### src/rtl/btb_update_pkg.sv
// Shared constants for the 2-way, 8-set branch target buffer: set/way field
// layout, 2-bit counter encodings and a helper that packs a valid way.
package btb_update_pkg;

  localparam int SETS    = 8;
  localparam int INDEX_W = 3;
  localparam int TAG_W   = 27;
  localparam int WAY_W   = 64;
  localparam int SET_W   = 2 * WAY_W;

  localparam int VALID_BIT = 63;
  localparam int TAG_HI    = 62;
  localparam int TAG_LO    = 36;
  localparam int TGT_HI    = 35;
  localparam int TGT_LO    = 4;
  localparam int ST_HI     = 3;
  localparam int ST_LO     = 2;

  localparam logic [1:0] STRONG_NOT_TAKEN = 2'b00;
  localparam logic [1:0] WEAK_NOT_TAKEN   = 2'b01;
  localparam logic [1:0] STRONG_TAKEN     = 2'b10;
  localparam logic [1:0] WEAK_TAKEN       = 2'b11;

  // Low two bits of a way are reserved and always written as zero.
  function automatic logic [WAY_W-1:0] make_way(input logic [TAG_W-1:0] tag,
                                                input logic [31:0]      target,
                                                input logic [1:0]       state);
    make_way = {1'b1, tag, target, state, 2'b00};
  endfunction

endpackage

### src/rtl/btb_state_next.sv
// Pure 2-bit branch counter transition; the MSB of the state is the
// predict-taken bit.
module btb_state_next
  import btb_update_pkg::*;
(
  input  logic [1:0] state,
  input  logic       taken,
  output logic [1:0] next_state
);

  always_comb begin
    next_state = state;
    if (taken) begin
      case (state)
        STRONG_NOT_TAKEN: next_state = WEAK_NOT_TAKEN;
        WEAK_NOT_TAKEN:   next_state = STRONG_TAKEN;
        STRONG_TAKEN:     next_state = STRONG_TAKEN;
        default:          next_state = STRONG_TAKEN;
      endcase
    end else begin
      case (state)
        STRONG_NOT_TAKEN: next_state = STRONG_NOT_TAKEN;
        WEAK_NOT_TAKEN:   next_state = STRONG_NOT_TAKEN;
        STRONG_TAKEN:     next_state = WEAK_TAKEN;
        default:          next_state = WEAK_NOT_TAKEN;
      endcase
    end
  end

endmodule

### src/rtl/btb_update.sv
// BTB write side: owns the set array and LRU bits, serves the IF read port,
// and retires EX branch updates through a 2-stage read-modify-write.
module btb_update
  import btb_update_pkg::*;
(
  input  logic               clk,
  input  logic               rst,
  input  logic [INDEX_W-1:0] rd_index,
  output logic [SET_W-1:0]   read_set,
  output logic [SETS-1:0]    lru,
  input  logic               if_lru_we,
  input  logic [INDEX_W-1:0] if_lru_index,
  input  logic               if_next_lru,
  input  logic               upd_valid,
  input  logic [31:0]        upd_pc,
  input  logic [31:0]        upd_target,
  input  logic               upd_taken,
  output logic               upd_done
);

  logic [SET_W-1:0] array [SETS];

  logic               s1_valid;
  logic [INDEX_W-1:0] s1_idx;
  logic [TAG_W-1:0]   s1_tag;
  logic [31:0]        s1_target;
  logic               s1_taken;
  logic [SET_W-1:0]   s1_snap;

  logic               s2_valid;
  logic [INDEX_W-1:0] s2_idx;
  logic [TAG_W-1:0]   s2_tag;
  logic [31:0]        s2_target;
  logic               s2_taken;
  logic [SET_W-1:0]   s2_set;

  logic [WAY_W-1:0] way0;
  logic [WAY_W-1:0] way1;
  logic             hit0;
  logic             hit1;
  logic [1:0]       hit_state;
  logic [1:0]       trained;
  logic             alloc_way;
  logic             new_way;
  logic             s2_we;
  logic [WAY_W-1:0] new_entry;
  logic [SET_W-1:0] new_set;

  assign read_set = array[rd_index];
  assign upd_done = s2_valid;

  // S1 takes the set that S2 is about to write so back-to-back updates chain.
  assign s1_snap = (s2_we && (s2_idx == s1_idx)) ? new_set : array[s1_idx];

  always_ff @(posedge clk or posedge rst) begin
    if (rst) begin
      s1_valid  <= 1'b0;
      s1_idx    <= '0;
      s1_tag    <= '0;
      s1_target <= '0;
      s1_taken  <= 1'b0;
      s2_valid  <= 1'b0;
      s2_idx    <= '0;
      s2_tag    <= '0;
      s2_target <= '0;
      s2_taken  <= 1'b0;
      s2_set    <= '0;
    end else begin
      s1_valid  <= upd_valid;
      s1_idx    <= upd_pc[4:2];
      s1_tag    <= upd_pc[31:5];
      s1_target <= upd_target;
      s1_taken  <= upd_taken;
      s2_valid  <= s1_valid;
      s2_idx    <= s1_idx;
      s2_tag    <= s1_tag;
      s2_target <= s1_target;
      s2_taken  <= s1_taken;
      s2_set    <= s1_snap;
    end
  end

  assign way0 = s2_set[SET_W-1:WAY_W];
  assign way1 = s2_set[WAY_W-1:0];
  assign hit0 = way0[VALID_BIT] && (way0[TAG_HI:TAG_LO] == s2_tag);
  assign hit1 = way1[VALID_BIT] && (way1[TAG_HI:TAG_LO] == s2_tag);
  assign hit_state = hit0 ? way0[ST_HI:ST_LO] : way1[ST_HI:ST_LO];
  assign alloc_way = !way0[VALID_BIT] ? 1'b0 :
                     !way1[VALID_BIT] ? 1'b1 : ~lru[s2_idx];

  btb_state_next u_state_next (
    .state      (hit_state),
    .taken      (s2_taken),
    .next_state (trained)
  );

  // A hit in both ways can only come from corruption; way0 is preferred.
  always_comb begin
    s2_we     = 1'b0;
    new_way   = 1'b0;
    new_entry = '0;
    new_set   = s2_set;
    if (s2_valid && (hit0 || hit1)) begin
      s2_we     = 1'b1;
      new_way   = !hit0;
      new_entry = make_way(s2_tag, s2_target, trained);
    end else if (s2_valid && s2_taken) begin
      s2_we     = 1'b1;
      new_way   = alloc_way;
      new_entry = make_way(s2_tag, s2_target, WEAK_TAKEN);
    end
    if (s2_we) begin
      if (new_way) new_set[WAY_W-1:0] = new_entry;
      else         new_set[SET_W-1:WAY_W] = new_entry;
    end
  end

  always_ff @(posedge clk or posedge rst) begin
    if (rst) begin
      for (int i = 0; i < SETS; i++) array[i] <= '0;
    end else if (s2_we) begin
      array[s2_idx] <= new_set;
    end
  end

  // The S2 write is issued last so it overrides an IF touch of the same set.
  always_ff @(posedge clk or posedge rst) begin
    if (rst) begin
      lru <= '0;
    end else begin
      if (if_lru_we) lru[if_lru_index] <= if_next_lru;
      if (s2_we)     lru[s2_idx] <= new_way;
    end
  end

endmodule

### config.mk
export PLATFORM = sky130hd
export DESIGN_NAME = btb_update
export DESIGN_NICKNAME = d
export VERILOG_FILES = /design/src/rtl/btb_update_pkg.sv /design/src/rtl/btb_state_next.sv /design/src/rtl/btb_update.sv
export SDC_FILE = /design/constraint.sdc
export NUM_CORES = 2
export LEC_CHECK = 0
export CORE_MARGIN = 2
export CORE_UTILIZATION = 45
export CTS_CLUSTER_DIAMETER = 30
export CTS_CLUSTER_SIZE = 24
export DETAILED_ROUTE_END_ITERATION = 6
export HOLD_SLACK_MARGIN = 0.1
export PLACE_DENSITY = 0.6
export SKIP_LAST_GASP = 1
export SYNTH_ARGS = -nofsm -noshare
export SYNTH_HDL_FRONTEND = slang
export SYNTH_HIERARCHICAL = 1
export SYNTH_SLANG_ARGS = --single-unit
export TNS_END_PERCENT = 10
### constraint.sdc
create_clock -name clk -period 56.5 [get_ports clk]
set_input_delay 8.475 -clock clk [delete_from_list [all_inputs] [get_ports clk]]
set_output_delay 8.475 -clock clk [all_outputs]
set_load 0.05 [all_outputs]
==> results_dict.tcl <==
set metrics [dict create \
    worst_pin_slew_ns 1.18 \
    arrival_ns 12.60 \
    port-buffer-count 210 \
    p_switching_uw 985 \
    final_nets 5202 \
    drtIter0Drc 3463 \
    cp.required_ns 48.03 \
    regArea_mm2 0.0322 \
    r2r_slack_ns 51.25 \
    cts_root_buf "clkbuf_16" \
    yosys-top-cells-count "dfrtp_1, nand2_1, o21ai_0" \
    viasPerCell 5.85 \
    clock_skew_ns 0.0841 \
    worst_hold_path.num_cells 0 \
    ir_drop_mv 0.0323 \
    clock_latency_ns 0.92 \
    synth_cell_types 46 \
    max_freq_mhz 47.4 \
    r2r_cells 8 \
    crit_type "input pin to primary output" \
    hold_violations 0 \
    finalSetupViolCount 0 \
    p_per_area_mw_per_mm2 47.2 \
    holdBufCountCts 0 \
    slowest_delay_ns 0.84 \
    layout_min_cycle_time_ns 21.08 \
    antenna_found_initial 4 \
    cts_resized 0 \
    cp_top_family "buffers and inverters" \
    cp_max_fo 73 \
    totalWireLength_um 182000 \
    drcViolationCount 0 \
    synth_edf_count 0 \
    end_kind "primary output" \
    status "finished, final reports clean" \
    slew_headroom_pct 20.6 \
    grt_max_degree 185 \
    clock_power_share_pct 50.4 \
    critical_path.startpoint_type "input pin" \
    synth_top_area_share_pct 52.7 \
    rr_startpoint "s2_tag[0]$_DFF_PP0_" \
    syn-num-nets 5009 \
    grt_pass1_vias 42849 \
    crit_cells 6 \
    io_pins 213 \
    p_leak_uw 0.0321 \
    slew_violations 0 \
    place_hpwl_um 107000 \
    yosys-top-cells-area "dfrtp_1, mux4_2, o21ai_0" \
    syn-cell-area_mm2 0.0611 \
    globalplace.congestion 0.833 \
    synth_seq_area_share_pct 52.7 \
    place_area_mm2 0.0645 \
    grt_pass1_wl_um 277000 \
    crit_path_frequent_cell "buf_4" \
    htreeDepth 5 \
    yosys_warnings 6 \
    vias 41713 \
    cts_buffers 307 \
    drive_above_1_share_pct 23.6 \
    die_w_um 372 \
    p_seq_share_pct 33.8 \
    drtAntennaViolNets 0 \
    core-area_mm2 0.135 \
    ys_ff_latch 1288 \
    synthArstFlopShare_pct 100 \
    fin_crit_sh_pct 37.3 \
    fp.dieH_um 372 \
    grtUsageTotal_pct 26.8 \
    die-area_mm2 0.139 \
    clk_path_buf_depth 4 \
    fin_area_mm2 0.0750 \
    crit_slowest_cell "buf_4" \
    synth_ff_type "dfrtp_1" \
    clock_sink_count 1288 \
    cp_cell_sequence "buf_8 > buf_4 > buf_4 > mux4_2 > mux2_2 > clkdlybuf4s50_1" \
    syn_inst 4933 \
    final.setup.tns_ns 0 \
    worst_hold_path_type "flop to flop" \
    synth_most_common_cell "dfrtp_1" \
    switching_share_pct 27.9 \
    synth_top_area_cell "dfrtp_1" \
    startpoint "rd_index[0]" \
    cts_tree "done" \
    syn_area_per_cell_um2 12.4 \
    path_clk_slew_ns 0.05 \
    drt_pass1_iterations 6 \
    combPwrFrac_pct 15.8 \
    grt_overflow 0 \
    initial_utilization_pct 45.2 \
    rsz0062_at_grt "false" \
    crit_buf_inv 4 \
    routedWlPerCell_um 25.5 \
    rows 135 \
    fill_cells 11147 \
    post_cts_buffers 0 \
    rr_endpoint "array[275]$_DFFE_PP0P_" \
    crit_end "read_set[3]" \
    cap_viol_max_count 0 \
    cell_internal_pwr_uw 2550 \
    area_growth_pct 22.7 \
    multi_input_comb_area_mm2 0.0272 \
]
==> layout by cell type, fill, tap and decap left out, types with 5 or more instances in the layout <==
cell type / Yosys / final
nand2_1: 1024 / 1024
mux2i_4: 8 / 8
mux2i_1: 374 / 374
nor2b_1: 5 / 5
clkbuf_1: 318 / 24
clkbuf_8: 0 / 32
clkdlybuf4s50_1: 0 / 207
clkinv_4: 0 / 20
o211ai_1: 6 / 6
xor2_1: 42 / 42
clkbuf_16: 0 / 311
clkinv_2: 0 / 42
dfrtp_1: 1288 / 1285
inv_1: 11 / 10
inv_6: 0 / 22
nand4_1: 8 / 8
buf_4: 9 / 71
buf_12: 0 / 8
nor3b_1: 6 / 6
nor2_1: 10 / 10
mux4_2: 512 / 512
a22o_1: 5 / 5
clkinvlp_4: 0 / 35
xnor2_1: 15 / 15
mux2_2: 138 / 138
nor4_1: 12 / 12
o21ai_0: 1016 / 1015
bufinv_16: 0 / 42
==> sequential cells by signal, summed over array words and instances, names as in the netlist <==
signal,cells
s1_idx,3
s1_taken,1
s1_valid,1
s2_tag,27
s2_target,32
s1_tag,27
s2_taken,1
s2_set,128
lru,8
array,1024
s2_idx,3
s1_target,32
upd_done,1
==> area by class of cell <==
class	count	area share [%]
multi-input combinational	3229	36.3
clock inverter	163	2.85
clock buffer	367	11.1
inverter	11	0.0651
antenna	2	0.00667
timing repair buffer	289	3.74
tap	1781	2.97
sequential	1288	43.0
==> worst min path at each step <==
stage / start / endpoint / slack, ns
floorplan: s1_tag[0]$_DFF_PP0_ / s2_tag[0]$_DFF_PP0_ / 0.33
global route: s1_target[21]$_DFF_PP0_ / s2_target[21]$_DFF_PP0_ / 0.33
global placement: s1_target[31]$_DFF_PP0_ / s2_target[31]$_DFF_PP0_ / 0.33
finish: s1_target[21]$_DFF_PP0_ / s2_target[21]$_DFF_PP0_ / 0.31
detailed placement: s1_target[24]$_DFF_PP0_ / s2_target[24]$_DFF_PP0_ / 0.33
CTS: s1_target[21]$_DFF_PP0_ / s2_target[21]$_DFF_PP0_ / 0.32
==> per-layer routing <==
layer	vias up	routed length, um	track usage [%]
li1	18397	-	-
met1	21603	80200	38.3
met2	1403	83700	41.0
met3	308	13500	6.03
met4	2	4820	8.53
met5	-	13	0
==> power by group through the flow <==
stage / clock [uW] / combinational (uW) / sequential, uW
4_1_cts: 1800 / 564 / 1190
2_1_floorplan: 0 / 408 / 1170
3_3_place_gp: 0 / 551 / 1200
5_1_grt: 1850 / 611 / 1210
3_5_place_dp: 0 / 559 / 1210
6_report: 1780 / 559 / 1200
==> worst reg2reg max path: cells and delay by family (launching register included) <==
| kind | cells | cell delay [ns] |
|---|---|---|
| flops | 1 | 0.54 |
| mux | 1 | 0.74 |
| compound gates | 2 | 1.07 |
| xor+xnor | 1 | 0.46 |
| simple gates | 3 | 1.49 |
| buf+inv | 1 | 0.76 |
==> stage by stage <==
stage	setup WS, ns	power (uW)	cells	hold WS [ns]	utilization, %
after floorplan	11.72	1580	4933	0.331	-
after global placement	35.28	1750	6598	0.333	47.8
after detailed placement	35.28	1770	6598	0.335	47.8
after CTS	35.28	3560	7128	0.321	55.5
after global routing	35.07	3680	7128	0.328	55.5
final	35.42	3540	7130	0.314	55.5
==> cells by family (layout without fill, tap and decap cells) <==
| logic type | after synthesis | in the layout | synth area share [%] |
|---|---|---|---|
| other cells | 0 | 2 | 0 |
| flops | 1288 | 1288 | 52.7 |
| mux | 1033 | 1033 | 27.9 |
| compound gates | 1052 | 1052 | 8.81 |
| xor+xnor | 57 | 57 | 0.817 |
| simple gates | 1087 | 1087 | 6.95 |
| buf+inv | 416 | 830 | 2.82 |
Power figures use the tool's default switching activity.
